$ cat src/rtl/i2c_cmd_queue_if.sv
// Command-queue bus: producer push port, queue status, and the I2C master command handshake.
// The master modport is the user/master side; the slave modport is the queue itself.
interface i2c_cmd_queue_if #(
  parameter int unsigned DEPTH = 4
) ();
  localparam int unsigned LW = $clog2(DEPTH) + 1;

  logic          wr_en;
  logic [6:0]    wr_addr;
  logic [7:0]    wr_sub;
  logic [7:0]    wr_data;
  logic          full;
  logic          empty;
  logic [LW-1:0] level;
  logic          m_start;
  logic [6:0]    m_addr;
  logic [7:0]    m_sub;
  logic [7:0]    m_data;
  logic          m_ready;
  logic          busy;
  logic          done;
  logic          err_timeout;
  logic          ovf;

  modport master (
    output wr_en, wr_addr, wr_sub, wr_data, m_ready,
    input  full, empty, level, m_start, m_addr, m_sub, m_data, busy, done, err_timeout, ovf
  );

  modport slave (
    input  wr_en, wr_addr, wr_sub, wr_data, m_ready,
    output full, empty, level, m_start, m_addr, m_sub, m_data, busy, done, err_timeout, ovf
  );
endinterface

$ cat src/rtl/i2c_cmd_queue.sv
// Circular FIFO of {addr,sub,data} I2C commands feeding an issue/wait FSM with a per-transaction
// timeout. Reset asserts asynchronously and is released synchronously for all internal state.
module i2c_cmd_queue #(
  parameter int unsigned DEPTH   = 4,
  parameter int unsigned TIMEOUT = 1023
) (
  input logic             clk,
  input logic             reset,
  i2c_cmd_queue_if.slave  bus
);

  localparam int unsigned AW = (DEPTH > 1) ? $clog2(DEPTH) : 1;
  localparam int unsigned LW = $clog2(DEPTH) + 1;
  localparam int unsigned TW = (TIMEOUT > 1) ? $clog2(TIMEOUT + 1) : 1;

  typedef enum logic [1:0] {
    StIdle,
    StIssue,
    StWaitBusy,
    StWaitDone
  } state_e;

  logic [1:0]    rst_sync_q;
  logic          rst_int_n;

  logic [22:0]   mem_q [DEPTH];
  logic [AW-1:0] wr_ptr_q;
  logic [AW-1:0] rd_ptr_q;
  logic [LW-1:0] level_q;
  logic          ovf_q;

  state_e        state_q;
  logic [TW-1:0] timer_q;
  logic          m_start_q;
  logic          done_q;
  logic          err_q;
  logic [6:0]    m_addr_q;
  logic [7:0]    m_sub_q;
  logic [7:0]    m_data_q;

  logic          full;
  logic          empty;
  logic          push;
  logic          pop;

  // Assert immediately, release two edges later so every flop leaves reset on the same edge.
  always_ff @(posedge clk or negedge reset) begin
    if (!reset) begin
      rst_sync_q <= 2'b00;
    end else begin
      rst_sync_q <= {rst_sync_q[0], 1'b1};
    end
  end

  assign rst_int_n = rst_sync_q[1];

  assign full  = (level_q == LW'(DEPTH));
  assign empty = (level_q == '0);
  assign push  = bus.wr_en && !full;
  assign pop   = (state_q == StIdle) && !empty && bus.m_ready;

  always_ff @(posedge clk) begin
    if (push) begin
      mem_q[wr_ptr_q] <= {bus.wr_addr, bus.wr_sub, bus.wr_data};
    end
  end

  // A push while full is dropped even when a pop frees a slot on the same edge.
  always_ff @(posedge clk or negedge rst_int_n) begin
    if (!rst_int_n) begin
      wr_ptr_q <= '0;
      rd_ptr_q <= '0;
      level_q  <= '0;
      ovf_q    <= 1'b0;
    end else begin
      if (push) begin
        wr_ptr_q <= wr_ptr_q + 1'b1;
      end
      if (pop) begin
        rd_ptr_q <= rd_ptr_q + 1'b1;
      end
      if (push && !pop) begin
        level_q <= level_q + 1'b1;
      end else if (pop && !push) begin
        level_q <= level_q - 1'b1;
      end
      if (bus.wr_en && full) begin
        ovf_q <= 1'b1;
      end
    end
  end

  always_ff @(posedge clk or negedge rst_int_n) begin
    if (!rst_int_n) begin
      state_q   <= StIdle;
      timer_q   <= '0;
      m_start_q <= 1'b0;
      done_q    <= 1'b0;
      err_q     <= 1'b0;
      m_addr_q  <= '0;
      m_sub_q   <= '0;
      m_data_q  <= '0;
    end else begin
      m_start_q <= 1'b0;
      done_q    <= 1'b0;
      err_q     <= 1'b0;
      case (state_q)
        StIdle: begin
          if (pop) begin
            {m_addr_q, m_sub_q, m_data_q} <= mem_q[rd_ptr_q];
            timer_q <= '0;
            state_q <= StIssue;
          end
        end
        StIssue: begin
          m_start_q <= 1'b1;
          state_q   <= StWaitBusy;
        end
        StWaitBusy, StWaitDone: begin
          timer_q <= timer_q + 1'b1;
          // Timer counts from the m_start cycle; abort wins over a same-cycle completion.
          if (timer_q == TW'(TIMEOUT - 1)) begin
            err_q   <= 1'b1;
            state_q <= StIdle;
          end else if ((state_q == StWaitBusy) && !bus.m_ready) begin
            state_q <= StWaitDone;
          end else if ((state_q == StWaitDone) && bus.m_ready) begin
            done_q  <= 1'b1;
            state_q <= StIdle;
          end
        end
        default: state_q <= StIdle;
      endcase
    end
  end

  assign bus.full        = full;
  assign bus.empty       = empty;
  assign bus.level       = level_q;
  assign bus.ovf         = ovf_q;
  assign bus.m_start     = m_start_q;
  assign bus.m_addr      = m_addr_q;
  assign bus.m_sub       = m_sub_q;
  assign bus.m_data      = m_data_q;
  assign bus.busy        = (state_q != StIdle);
  assign bus.done        = done_q;
  assign bus.err_timeout = err_q;

endmodule

$ cat src/flat_wrapper.sv
// flat-port wrapper written by rule: the top's interface ports become plain ports
module i2c_cmd_queue_flat 
#(
  parameter int unsigned DEPTH   = 4,
  parameter int unsigned TIMEOUT = 1023
)
  (clk, reset, bus_wr_en, bus_wr_addr, bus_wr_sub, bus_wr_data, bus_m_ready, bus_full, bus_empty, bus_level, bus_m_start, bus_m_addr, bus_m_sub, bus_m_data, bus_busy, bus_done, bus_err_timeout, bus_ovf);
  i2c_cmd_queue_if #(.DEPTH(DEPTH)) bus_i ();
  input logic clk;
  input logic reset;
  input wire logic [$bits(bus_i.wr_en)-1:0] bus_wr_en;
  input wire logic [$bits(bus_i.wr_addr)-1:0] bus_wr_addr;
  input wire logic [$bits(bus_i.wr_sub)-1:0] bus_wr_sub;
  input wire logic [$bits(bus_i.wr_data)-1:0] bus_wr_data;
  input wire logic [$bits(bus_i.m_ready)-1:0] bus_m_ready;
  output wire logic [$bits(bus_i.full)-1:0] bus_full;
  output wire logic [$bits(bus_i.empty)-1:0] bus_empty;
  output wire logic [$bits(bus_i.level)-1:0] bus_level;
  output wire logic [$bits(bus_i.m_start)-1:0] bus_m_start;
  output wire logic [$bits(bus_i.m_addr)-1:0] bus_m_addr;
  output wire logic [$bits(bus_i.m_sub)-1:0] bus_m_sub;
  output wire logic [$bits(bus_i.m_data)-1:0] bus_m_data;
  output wire logic [$bits(bus_i.busy)-1:0] bus_busy;
  output wire logic [$bits(bus_i.done)-1:0] bus_done;
  output wire logic [$bits(bus_i.err_timeout)-1:0] bus_err_timeout;
  output wire logic [$bits(bus_i.ovf)-1:0] bus_ovf;
  assign bus_i.wr_en = bus_wr_en;
  assign bus_i.wr_addr = bus_wr_addr;
  assign bus_i.wr_sub = bus_wr_sub;
  assign bus_i.wr_data = bus_wr_data;
  assign bus_i.m_ready = bus_m_ready;
  assign bus_full = bus_i.full;
  assign bus_empty = bus_i.empty;
  assign bus_level = bus_i.level;
  assign bus_m_start = bus_i.m_start;
  assign bus_m_addr = bus_i.m_addr;
  assign bus_m_sub = bus_i.m_sub;
  assign bus_m_data = bus_i.m_data;
  assign bus_busy = bus_i.busy;
  assign bus_done = bus_i.done;
  assign bus_err_timeout = bus_i.err_timeout;
  assign bus_ovf = bus_i.ovf;
  i2c_cmd_queue #(.DEPTH(DEPTH), .TIMEOUT(TIMEOUT)) u_core (.clk(clk), .reset(reset), .bus(bus_i));
endmodule
$ cat config.mk
export PLATFORM = sky130hd
export DESIGN_NAME = i2c_cmd_queue_flat
export DESIGN_NICKNAME = d
export VERILOG_FILES = /design/src/rtl/i2c_cmd_queue_if.sv /design/src/rtl/i2c_cmd_queue.sv /design/src/flat_wrapper.sv
export SDC_FILE = /design/constraint.sdc
export NUM_CORES = 1
export LEC_CHECK = 0
export BUFFER_PORTS_ARGS = -buffer_cell sky130_fd_sc_hd__buf_2
export CORE_MARGIN = 2
export CORE_UTILIZATION = 46
export CTS_BUF_LIST = sky130_fd_sc_hd__clkbuf_2 sky130_fd_sc_hd__clkbuf_4 sky130_fd_sc_hd__clkbuf_8
export CTS_CLUSTER_DIAMETER = 80
export DETAILED_ROUTE_END_ITERATION = 10
export PLACE_DENSITY = 0.69
export SYNTH_ARGS = -nofsm -noshare
export SYNTH_HDL_FRONTEND = slang
export SYNTH_SLANG_ARGS = --single-unit
$ cat constraint.sdc
create_clock -name clk -period 2.6 [get_ports clk]
set_input_delay 0.52 -clock clk [delete_from_list [all_inputs] [get_ports clk]]
set_output_delay 0.52 -clock clk [all_outputs]
set_load 0.02 [all_outputs]
# After elaboration in Yosys (flattened, before gate mapping)
# Memory sizes are Yosys's and may differ from the RTL's. A register that Yosys moved wholly into a read port is not among the register bits.
# Cells that the tools add are included.
[op_classes]
add_sub_neg = 5
n_eq_ne = 7
n_mux = 18
reduce_logical = 23
[ops]
columns = ["operator", "count"]
rows = [
  ["10-bit one-hot mux with 2 select lines", 1],
  ["10-bit by 1-bit adder with 10-bit output, second input constant", 1],
  ["10-bit == test, second input constant", 1],
  ["10-bit 2-to-1 mux", 1],
  ["1-bit 2-to-1 mux", 9],
  ["1-bit logical AND", 8],
  ["2-bit 2-to-1 mux", 4],
  ["1-bit logical NOT", 6],
  ["3-bit 2-to-1 mux", 2],
  ["2-bit one-hot mux with 3 select lines", 1],
  ["2-bit AND reduction", 3],
  ["2-bit nonzero test", 3],
  ["2-bit by 1-bit adder with 2-bit output, second input constant", 2],
  ["2-bit == test, second input constant", 2],
  ["4-bit by 1-bit inequality test with 1-bit output, second input constant", 1],
  ["3-bit by 1-bit adder with 3-bit output, second input constant", 1],
  ["3-bit == test, second input constant", 1],
  ["3-bit logical NOT", 1],
  ["3-bit by 1-bit subtractor with 3-bit output, second input constant", 1],
  ["2-bit by 1-bit == test with 1-bit output, second input constant", 1],
  ["2-bit logical NOT", 1],
  ["2-bit by 1-bit inequality test with 1-bit output, second input constant", 1],
  ["2-bit OR reduction", 1],
]
[totals]
register_bits = 25
mem_bits_rw = 92
inputBits = 27
output_inout_bits = 33
word_cells = 64
n_memories = 1
[memory_table]
columns = ["name", "words", "width", "rd", "rd_clocked_by_memory_dff", "wr", "line", "rtl"]
rows = [
  ["u_core.mem_q", 4, 23, 1, 1, 1, "i2c_cmd_queue.sv:26", "logic [22:0] mem_q [DEPTH];"],
]

# Longest topological paths before layout
# Gate-level depths: netlist (run 1).
[logic_depth]
depth_word = 7
ltp_mapped = 10
ltp_nobuf = 8

# Worst setup path after synthesis (run 1)
# OpenSTA, ideal clock, no wires.
[synth_timing]
path_kind = "reg2reg"
from = "reg u_core.level_q[0] (netlist: u_core.bus.level[0])"
to = "reg u_core.level_q[2] (netlist: u_core.bus.level[2])"
setup_ns = 0.080
t_arrival_ns = 2.562
required_ns = 2.520
setup_slack_ns = -0.041
stages_incl_launch_ff = 11
n_path_buf = 2
synth_period_minus_slack_ns = 2.641
cell_sequence = "dfrtp_1 -> nor3_1 -> nand3b_1 -> buf_4 -> buf_4 -> ha_1 -> inv_1 -> fa_1 -> xor2_1 -> nor2_1 -> xor2_1"
[synth_via]
elab_chain_cells = 7
elab_cells_between_ends = 16
cone_classes = "2 x add/sub; 1 x eq/ne; 2 x mux; 11 x reduce/logical"
[synth_rtl]
columns = ["element", "line", "rtl"]
rows = [
  ["start: declaration", "i2c_cmd_queue.sv:29", "logic [LW-1:0] level_q;"],
  ["start signal: assignment", "i2c_cmd_queue.sv:83", "level_q <= level_q + 1'b1;"],
  ["start signal: assignment", "i2c_cmd_queue.sv:85", "level_q <= level_q - 1'b1;"],
  ["3-bit logical NOT *", "i2c_cmd_queue.sv:58", "assign empty = (level_q == '0);"],
  ["via bus_empty", "flat_wrapper.sv:17", "output wire logic [$bits(bus_i.empty)-1:0] bus_empty;"],
  ["1-bit logical NOT *", "i2c_cmd_queue.sv:60", "assign pop = (state_q == StIdle) && !empty && bus.m_ready;"],
  ["1-bit logical AND * (2 in series)", "i2c_cmd_queue.sv:60", ""],
  ["1-bit logical NOT", "i2c_cmd_queue.sv:82", "if (push && !pop) begin"],
  ["1-bit logical AND", "i2c_cmd_queue.sv:82", ""],
  ["3-bit 2-to-1 mux / 2-bit nonzero test (equally long branches)", "--", ""],
]
# Mark *: on every way through the listed nets, which the timed path passes. The rest lies on a longest branch. The select of a mux whose other input is x is not followed.
# A chain may end at the register's enable or synchronous reset.

# Worst setup path after layout (run 1)
[layout_timing]
from = "reg u_core.level_q[1] (netlist: u_core.bus.level[1])"
to = "reg u_core.level_q[1] (netlist: u_core.bus.level[1])"
[layout_via]
elab_chain_cells = 7
elab_cells_between_ends = 16
cone_classes = "2 x add/sub; 1 x eq/ne; 2 x mux; 11 x reduce/logical"
[layout_rtl]
columns = ["element"]
rows = [
  ["branches (longest 7 deep; another with 3-bit by 1-bit subtractor with 3-bit output)"],
]
# Parallel ways; which one is timed is not known. The select of a mux whose other input is x is not followed.

==> summary.md, run 1 <==
| Metric | Value |
|---|---|
| Most frequent cell after synthesis | edfxtp_1 |
| Die ar. | 12600 µm² |
| Startpoint Class | flip-flop |
| Synth-to-layout area growth | 16.5% |
| CTS buffer count | 17 |
| Input/output buffers | 59 |
| RSZ-0062 raised after global routing | no |
| Ratio of cells with drive above 1 in the final layout | 39.3% |
| Synth warn | 0 |
| CTS tree | done |
| Worst hold path type | input port to flip-flop |
| Distinct cells, synth | 31 |
| Fill cell count | 875 |
| Fin crit period | 2.13 ns |
| Peak VDD IR | 0.464 mV |
| Crit path to | u_core.bus.level[1]$_DFFE_PN0P_ |
| Power share of the clock group | 24.1% |
| DRT Pass-1 Iters | 4 |
| Gate power share | 28.4% |
| Met2 Use GR | 24.2% |
| Die Height | 112 µm |
| Synth top area share | 51.1% |
| Initial antenna violation count | 0 |
| Clock skew | 0.0115 ns |
| Dpl ws | 0.489 ns |
| Post-route ant nets | 0 |
| All-Layer GR Usage | 14.9% |
| CTS Root Cell | clkbuf_8 |
| Critical path class | flip-flop to flip-flop |
| Count of pins over their slew limit | 0 |
| Vias | 2671 |
| Worst-Skew Late Latency | 0.43 ns |
| Hold Violations, Final | 0 |
| CTS Sinks | 140 |
| Pint | 4.98 mW |
| Syn_nets | 318 |
| Crit Path Max Fanout | 8 |
| Residual DRC count | 0 |
| CTS resizes | 0 |
| Nets | 396 |
| Cell taking the most area after synthesis | edfxtp_1 |
| Core Util, Final | 54.9% |
| Commonest cells in the netlist | 92 x edfxtp_1, 48 x dfrtp_1, 24 x mux2_2 |
| CTS max path bufs | 2 |
| Gpl congestion | 0.755 |
| Max Cap Viol | 0 |
| Die width | 112 µm |
| Core ar. | 11500 µm² |
| Vias in the first global route | 2761 |
| GRT overflow | 0 |
| Cell Area, Placed | 5880 µm² |
| Met3 Usage GRT | 4.86% |
| Setup crit start | u_core.bus.level[1]$_DFFE_PN0P_ |
| Top_reg_cell synth | edfxtp_1 |
| Post-CTS Setup Inserts | 0 |
| Max Freq | 0.469 GHz |
| CP Data Arrival Time | 2.44 ns |
| DPL Wire Length | 5.37 mm |
| Register Area | 3970 µm² |
| Met1 usage | 18.5% |
| Status | finished clean |
| Post-synth EDFFs | 92 |
| IO Count | 60 |
| Sequential power share | 47.5% |
| First-pass GRT wire length | 13.9 mm |
| Setup TNS | 0 ns |
| Top Usage Layer GRT | met2 |
| Final setup vio count | 0 |
| WL/cell | 16.7 µm |
| Dominant cells by area after synthesis | edfxtp_1 51%, dfrtp_1 22%, mux4_2 7.5%, mux2_2 5.0%, mux4_1 2.4% |
| P_leak | 2.44 nW |
| Syn Std Cell Area | 5410 µm² |
| Clk slew on worst S/H paths | 0.08 ns |
| Reg2reg path depth | 7 |
| CP endpoint kind | flip-flop |
| Initial core utilization | 47.1% |
| H-tree Lvls | 4 |
| Worst-Margin Slew | 0.747 ns |
| # rows | 39 |
| Reg2Reg Capture Point | u_core.bus.level[1]$_DFFE_PN0P_ |
| Area of the multi-input gates | 1330 µm² |
| Hold path start | bus_wr_sub[2] |
| Ys async rst share | 34.3% |
| Largest net degree at the start of global routing | 47 |
| Sw power | 2.26 mW |
| Reg2reg start | u_core.bus.level[1]$_DFFE_PN0P_ |
| Reg2Reg Setup Slack | 0.47 ns |
| Register bit total from synthesis | 140 |
| Register area share after synthesis | 73.3% |
| Fin worst setup slack | 0.469 ns |
| Total Power | 7.23 mW |
| Period utilization | 81.9% |
| Syn avg cell area | 19.1 µm² |
| Required @ worst endpoint | 2.90 ns |
| Design area | 6300 µm² |
| Switching part of the total | 31.2% |
| Vias per inst | 5.16 |
| Relative slew slack | 50.2% |
| DR iter-0 viols | 129 |
| Post-synthesis cell count | 283 |
| Total wire length | 8.64 mm |
| Pwr/cell area | 1150 nW/µm² |
## worst min-delay path by stage
| stage | endpoint | slack, ns | depth (start not counted) |
|---|---|---|---|
| 2_1_floorplan | u_core.rst_sync_q[0]$_DFF_PN0_ | 0.22 | 0 |
| 3_3_place_gp | u_core.rst_sync_q[0]$_DFF_PN0_ | 0.31 | 1 |
| 3_5_place_dp | u_core.rst_sync_q[0]$_DFF_PN0_ | 0.31 | 1 |
| 4_1_cts | u_core.mem_q[1][3]$_DFFE_PP_ | 0.27 | 1 |
| 5_1_grt | u_core.mem_q[1][3]$_DFFE_PP_ | 0.27 | 1 |
| 6_report | u_core.mem_q[3][10]$_DFFE_PP_ | 0.30 | 1 |
## metrics by stage
step	instances	hold WS [ns]
2_1_floorplan	283	0.224
3_5_place_dp	484	0.308
3_3_place_gp	484	0.305
6_report	518	0.304
5_1_grt	517	0.270
4_1_cts	517	0.272
## worst max-delay path, cell delays in order (launching register included)
cell,delay [ns]
dfrtp_1,0.44
nor3b_1,0.35
nor2b_1,0.09
buf_4,0.17
ha_1,0.20
inv_1,0.08
fa_1,0.41
mux2_2,0.27
## cell usage in the layout (no fill, tap or decap), drive strengths merged
cell         synthesis  layout
o21ai                7       7
edfxtp              92      92
mux2i                3       3
nor3b                2       2
mux2                24      24
ha                   7       7
nand3                8       8
clkinv               0       9
nor2                 5       5
mux4                23      23
nand3b               1       1
a21o                 1       1
nor4                 1       1
xor2                 4       4
clkinvlp             0       2
nand4                1       1
buf                  8      70
nor2b                2       2
or4                  2       2
dlygate4sd3          0       1
xnor2                7       7
or2                  1       1
dfrtp               48      48
nand2b               1       1
and2                 7       7
clkbuf               4      17
fa                   1       1
nor3                 2       2
bufinv               0       3
conb                 1       1
diode                0       1
inv                  6       7
nand2               14      14
## flip-flops by register name, summed over array words and instances, names as in the netlist
name	count
u_core.bus.done	1
u_core.bus.err_timeout	1
u_core.bus.level	3
u_core.bus.m_addr	7
u_core.bus.m_data	8
u_core.bus.m_start	1
u_core.bus.m_sub	8
u_core.bus.ovf	1
u_core.mem_q	92
u_core.rd_ptr_q	2
u_core.rst_sync_q	2
u_core.state_q	2
u_core.timer_q	10
u_core.wr_ptr_q	2
## per-layer routing
metal | wire [µm] | vias to the layer above
li1 | - | 1228
met1 | 3740 | 1360
met2 | 4290 | 76
met3 | 523 | 7
met4 | 80 | 0
met5 | 0 | -
## layout make-up
class                   instances  area share (%)
multi-input cells             125            21.2
clock buffers                  17            3.72
flip-flops and latches        140            63.0
clock inverters                15            2.74
diodes                          1          0.0397
inverters                       6           0.358
well taps                     143            2.84
repair buffers                 71            6.16
## cells by family after synthesis
family	after synthesis	synth area share (%)
XOR/XNOR	11	1.78
flip-flops	140	73.3
AO/OA/AOI/OAI	8	0.787
adder cells (fa/ha/maj)	8	1.99
other	1	0.0694
AND/OR/NAND/NOR	47	4.44
buffers and inverters	18	2.11
multiplexers	50	15.5
## timing repair
item | CTS | global route
endpoints found under the hold margin | 2 | 0
endpoints found under the setup margin | 0 | 0
hold buffers | 1 | 0
## power by group through the flow
stage          Clock (mW)  Combinational [mW]  Sequential, mW
2_1_floorplan           0                1.36            3.59
3_3_place_gp            0                2.03            3.46
3_5_place_dp            0                2.09            3.50
4_1_cts              1.80                2.09            3.45
5_1_grt              1.91                2.24            3.52
6_report             1.75                2.05            3.44
Power figures use the tool's default switching activity.
==> run 2: changes to the inputs <==
Clock period 2.6 ns to 2.1 ns, I/O delays scaled along.
==> run 2 against run 1 <==
Against the previous run:
- global-route usage rose by 0.76 points
- register-to-register slack got worse by 0.34 ns
- wire length rose by 6.1%
- sequential share of layout area fell by 1.4 points
- critical path type unchanged
- critical endpoint is now u_core.bus.level[2]$_DFFE_PN0P_
==> summary.md, run 2 (synthesis results as in run 1) <==
| Metric | Value |
|---|---|
| Cell Area, Placed | 5970 µm² (+1.5%) |
| Worst hold path type | input port to flip-flop |
| Critical path class | flip-flop to flip-flop |
| Post-route ant nets | 0 (unchanged) |
| Design area | 6450 µm² (+2.4%) |
| Crit Path Max Fanout | 5 (-3) |
| Core ar. | 11500 µm² (unchanged) |
| WL/cell | 17.6 µm (+5.9%) |
| Most common cell after layout, fill and taps aside | edfxtp_1 |
| Residual DRC count | 0 (unchanged) |
| Clock skew | 0.0117 ns (+0.000263 ns) |
| Cells after DPL | 486 (+0.41%) |
| First-pass GRT wire length | 14.8 mm (+6.0%) |
| Ant. Diodes | 0 (-1) |
| CTS buffer count | 17 (unchanged) |
| CP Data Arrival Time | 2.31 ns (-0.13 ns) |
| Vias in the first global route | 2836 (+2.7%) |
| IO Count | 60 (unchanged) |
| RSZ-0062 raised after global routing | no |
| Die width | 112 µm (unchanged) |
| CTS Root Cell | clkbuf_8 |
| Status | finished clean |
| Initial antenna violation count | 0 (unchanged) |
| Fin cells | 519 (+0.19%) |
| Fill cell count | 888 (+1.5%) |
| Largest net degree at the start of global routing | 37 (-21%) |
| Die ar. | 12600 µm² (unchanged) |
| Reg with most FFs | u_core.mem_q |
| Vias per inst | 5.17 (+0.22%) |
| Die Height | 112 µm (unchanged) |
| Period utilization | 94.1% (+12 points) |
| Worst hold slack | 0.204 ns (-0.0998 ns) |
| Max Freq | 0.506 GHz (+7.9%) |
| Fin worst setup slack | 0.125 ns (-0.345 ns) |
| P_leak | 2.50 nW (+2.7%) |
| DPL Wire Length | 5.75 mm (+7.0%) |
| CTS max path bufs | 2 (unchanged) |
| Ratio of cells with drive above 1 in the final layout | 41.8% (+2.5 points) |
| Nets | 398 (+0.51%) |
| Relative slew slack | 57.1% (+7.0 points) |
| Clk slew on worst S/H paths | 0.07 ns (about the same) |
| Max reg flops | 92 (unchanged) |
| Biggest regs | u_core.mem_q x92, u_core.timer_q x10 |
| Reg2Reg Setup Slack | 0.12 ns (-0.34 ns) |
| Fin crit period | 1.98 ns (-0.155 ns) |
| Hold Violations, Final | 0 (unchanged) |
| Input/output buffers | 59 (unchanged) |
| Most frequent cells in the layout | 92 x edfxtp_1, 59 x buf_2, 43 x dfrtp_1 |
| Reg2reg path depth | 8 (+1) |
| Required @ worst endpoint | 2.43 ns (-0.47 ns) |
| Reg2Reg Capture Point | u_core.bus.level[2]$_DFFE_PN0P_ |
| Synth-to-layout area growth | 19.3% |
| Count of pins over their slew limit | 0 (unchanged) |
| DR iter-0 viols | 62 (-52%) |
| All-Layer GR Usage | 15.7% (+0.76 points) |
| Dpl ws | 0.130 ns (-0.359 ns) |
| Gpl congestion | 0.797 (+5.5%) |
| Vias | 2682 (+0.41%) |
| Hold path start | bus_wr_addr[2] |
| # rows | 39 (unchanged) |
| GRT overflow | 0 (unchanged) |
| CTS Sinks | 140 (unchanged) |
| CTS resizes | 0 (unchanged) |
| DRT Pass-1 Iters | 4 (unchanged) |
| Worst-Margin Slew | 0.643 ns (-0.104 ns) |
| Pwr/cell area | 1470 nW/µm² (+28%) |
| H-tree Lvls | 4 (unchanged) |
| Total wire length | 9.16 mm (+6.1%) |
| Hold path depth | 1 (unchanged) |
| Max Cap Viol | 0 (unchanged) |
| CTS tree | done |
| Reg2reg start | u_core.bus.level[0]$_DFFE_PN0P_ |
| Final setup vio count | 0 (unchanged) |
| Hold EP | u_core.mem_q[3][18]$_DFFE_PP_ |
| Worst-Skew Late Latency | 0.42 ns (about the same) |
| Peak VDD IR | 0.652 mV (+41%) |
| Initial core utilization | 47.1% (unchanged) |
| Startpoint Class | flip-flop |
| CP endpoint kind | flip-flop |
-- run 2: cell count changes in the layout (fill, tap and decap cells not counted), moves of 2 or more --
cell / delta
clkbuf_4: +4
clkinv_4: -4
buf_12: +3
clkbuf_8: +3
dfrtp_1: -3
dfrtp_2: +3
bufinv_16: +2
clkinvlp_4: -2
-- run 2: critical path, cell delays in order (launching register included) --
cell and delay (ns):
dfrtp_2 0.48, nor3_4 0.19, nand3b_1 0.21, ha_4 0.17, inv_2 0.04, fa_2 0.34, xor2_1 0.15, nor2_1 0.13
xor2_1 0.18
-- run 2: how the worst max path moves through the flow --
stage	from	to	slack, ns	cells after the start
after floorplan	u_core.bus.level[0]$_DFFE_PN0P_	u_core.bus.level[2]$_DFFE_PN0P_	-0.11	10
after global placement	u_core.bus.level[0]$_DFFE_PN0P_	u_core.bus.level[2]$_DFFE_PN0P_	0.24	8
after detailed placement	u_core.bus.level[0]$_DFFE_PN0P_	u_core.bus.level[2]$_DFFE_PN0P_	0.13	8
after CTS	u_core.bus.level[0]$_DFFE_PN0P_	u_core.bus.level[2]$_DFFE_PN0P_	0.10	8
after global routing	u_core.bus.level[0]$_DFFE_PN0P_	u_core.bus.level[2]$_DFFE_PN0P_	0.02	8
final	u_core.bus.level[0]$_DFFE_PN0P_	u_core.bus.level[2]$_DFFE_PN0P_	0.12	8
-- run 2: what timing repair did --
action / in CTS / in global routing
endpoints found under the hold margin: 2 / 0
hold buffers: 1 / 0
buffers inserted: 0 / 0
-- run 2: report_power, final --
group          switching, mW  internal, mW  leakage (nW)
logic                   1.47          1.33         0.839
clock network          0.920          1.56         0.245
registers              0.430          3.75          1.42
-- run 2: layer usage --
layer	global-route usage (%)	vias up	part of all wire, %
li1	-	1231	-
met1	19.1	1386	43
met2	26.4	57	51
met3	5.35	8	4.9
met4	5.12	0	0.97
met5	0	-	0
-- run 2: layout make-up --
| cell class | count | area [µm²] | area share [%] |
|---|---|---|---|
| clock inverters | 8 | 165 | 2.56 |
| flip-flops and latches | 140 | 3970 | 61.6 |
| well taps | 143 | 179 | 2.78 |
| inverters | 6 | 22.5 | 0.349 |
| multi-input cells | 125 | 1370 | 21.2 |
| repair buffers | 73 | 440 | 6.83 |
| clock buffers | 24 | 305 | 4.74 |
-- run 2: stage by stage --
stage / power [mW] / setup TNS, ns / utilization (%)
4_1_cts: 9.57 / 0 / 56.2
6_report: 9.46 / 0 / 56.2
3_3_place_gp: 6.98 / 0 / 52.0
3_5_place_dp: 7.09 / 0 / 52.0
5_1_grt: 9.95 / 0 / 56.2
2_1_floorplan: 6.20 / -0.205 / -
==> run 3: changes to the inputs <==
Settings changed: REMOVE_ABC_BUFFERS set to 1.
==> run 3 against run 2 <==
Against the previous run:
- die area stayed put
- sequential share of layout area is 0.23 points higher
- critical path depth stayed put
- first-iteration DRC count is 74% higher
- non-clock buffer count is 5 higher
- critical path type unchanged
- largest power group unchanged
==> summary.md, run 3 (synthesis results as in run 1) <==
| Metric | Value |
|---|---|
| Max reg flops | 92 (unchanged) |
| Largest net degree at the start of global routing | 37 (unchanged) |
| Cell Area, Placed | 6000 µm² (+0.57%) |
| CP endpoint kind | flip-flop |
| Required @ worst endpoint | 2.46 ns (+0.03 ns) |
| Dpl ws | 0.121 ns (-0.00884 ns) |
| # rows | 39 (unchanged) |
| Nets | 403 (+1.3%) |
| Most common cell after layout, fill and taps aside | edfxtp_1 |
| Core ar. | 11500 µm² (unchanged) |
| Setup crit start | u_core.bus.level[2]$_DFFE_PN0P_ |
| Most Frequent Cell on Critical Path | xor2_1 |
| Final setup vio count | 0 (unchanged) |
| Setup TNS | 0 ns (unchanged) |
| Residual DRC count | 0 (unchanged) |
| Worst hold slack | 0.194 ns (-0.00992 ns) |
| Hold Violations, Final | 0 (unchanged) |
| CTS Root Cell | clkbuf_8 |
| Worst-Margin Slew | 0.710 ns (+0.0669 ns) |
| Vias per inst | 5.20 (+0.56%) |
| Initial core utilization | 47.1% (unchanged) |
| Vias | 2723 (+1.5%) |
| IO Count | 60 (unchanged) |
| Die Height | 112 µm (unchanged) |
| Total Power | 9.16 mW (-3.2%) |
| Design area | 6420 µm² (-0.43%) |
| CTS Sinks | 140 (unchanged) |
| DR iter-0 viols | 108 (+74%) |
| Fin worst setup slack | 0.140 ns (+0.0155 ns) |
| Synth-to-layout area growth | 18.8% |
| All-Layer GR Usage | 15.7% (+0.097 points) |
| Critical-path cell list | nor3b_2 > nor2b_1 > ha_1 > inv_1 > fa_1 > xor2_1 > nor2_1 > xor2_1 |
| Pwr/cell area | 1430 nW/µm² (-2.8%) |
| Crit Path Max Fanout | 4 (-1) |
| Cells after DPL | 491 (+1.0%) |
| Vias in the first global route | 2825 (-0.39%) |
| Most frequent cells in the layout | 92 x edfxtp_1, 59 x buf_2, 45 x dfrtp_1 |
| Initial antenna violation count | 1 (+1) |
| Register Area | 3970 µm² (about the same) |
| Max Cap Viol | 0 (unchanged) |
| Reg with most FFs | u_core.mem_q |
| Peak VDD IR | 0.829 mV (+27%) |
| Input/output buffers | 59 (unchanged) |
| CP max-delay cell | dfrtp_1 |
| Relative slew slack | 52.7% (-4.5 points) |
| CTS max path bufs | 2 (unchanged) |
| Ratio of cells with drive above 1 in the final layout | 40.9% (-0.81 points) |
| Clk slew on worst S/H paths | 0.08 ns (about the same) |
| Die width | 112 µm (unchanged) |
| Worst-Skew Late Latency | 0.43 ns (about the same) |
| DPL Wire Length | 5.82 mm (+1.2%) |
| Crit path largest cell delay | 0.43 ns (-0.05 ns) |
| Core Util, Final | 56.0% (-0.24 points) |
| CP Data Arrival Time | 2.32 ns (about the same) |
| P_leak | 2.51 nW (about the same) |
| Clock skew | 0.00997 ns (-0.00174 ns) |
| Hold path start | bus_wr_data[3] |
| Startpoint Class | flip-flop |
| Max Freq | 0.510 GHz (+0.79%) |
| Status | finished clean |
| Gpl congestion | 0.712 (-11%) |
| Fin cells | 524 (+0.96%) |
| CTS buffer count | 17 (unchanged) |
| WL/cell | 17.4 µm (-1.4%) |
| Biggest regs | u_core.mem_q x92, u_core.timer_q x10 |
| Fin crit period | 1.96 ns (-0.0155 ns) |
| Post-route ant nets | 0 (unchanged) |
| CTS tree | done |
| GRT overflow | 0 (unchanged) |
| DRT Pass-1 Iters | 4 (unchanged) |
| Period utilization | 93.3% (-0.74 points) |
| Total wire length | 9.12 mm (-0.47%) |
| First-pass GRT wire length | 14.8 mm (-0.18%) |
| H-tree Lvls | 4 (unchanged) |
| Crit-path leading delay family | adder cells |
| Reg2reg start | u_core.bus.level[2]$_DFFE_PN0P_ |
| Critical path class | flip-flop to flip-flop |
| Worst hold path type | input port to flip-flop |
| Area of the multi-input gates | 1340 µm² (-2.0%) |
| Count of pins over their slew limit | 0 (unchanged) |
| Fill cell count | 876 (-1.4%) |
| WP buf/inv | 1 (unchanged) |
| Ant. Diodes | 0 (unchanged) |
| Die ar. | 12600 µm² (unchanged) |
run 3: report_power, final:
| part | internal [mW] | total [mW] | leakage (nW) | switching (mW) |
|---|---|---|---|---|
| Sequential | 3.75 | 4.17 | 1.42 | 0.429 |
| Clock | 1.20 | 2.14 | 0.212 | 0.943 |
| Combinational | 1.40 | 2.85 | 0.871 | 1.44 |
run 3: cell type report:
cell class	count	share of cell area, %
multi-input combinational	125	20.8
timing repair buffer	78	8.03
clock buffer	24	4.76
clock inverter	8	1.44
tap	143	2.79
inverter	6	0.351
sequential	140	61.8
run 3: metal layers:
layer | routed length [µm] | vias up | global-route usage, %
met4 | 98 | 0 | 5.12
met5 | 0 | - | 0
met1 | 3890 | 1412 | 20.3
li1 | - | 1245 | -
met2 | 4720 | 56 | 25.1
met3 | 407 | 10 | 5.78
run 3: path summary, 6_finish.rpt:
check                                             endpoint  slack, ns  depth (start not counted)
min in group asynchronous   u_core.rst_sync_q[1]$_DFF_PN0_       0.29                          2
max in group asynchronous  u_core.bus.level[1]$_DFFE_PN0P_       1.13                          1
setup / recovery           u_core.bus.level[2]$_DFFE_PN0P_       0.14                          8
setup reg to reg           u_core.bus.level[2]$_DFFE_PN0P_       0.14                          8
hold / removal                u_core.mem_q[2][3]$_DFFE_PP_       0.19                          1
hold reg to reg               u_core.bus.m_start$_DFF_PN0_       0.33                          0
run 3: repair_timing:
| item | CTS | global route |
|---|---|---|
| gates resized for setup | 0 | 3 |
| hold endpoints to repair | 2 | 0 |
| setup buffers | 0 | 0 |
| hold buffers | 1 | 0 |
| endpoints found under the setup margin | 0 | 2 |
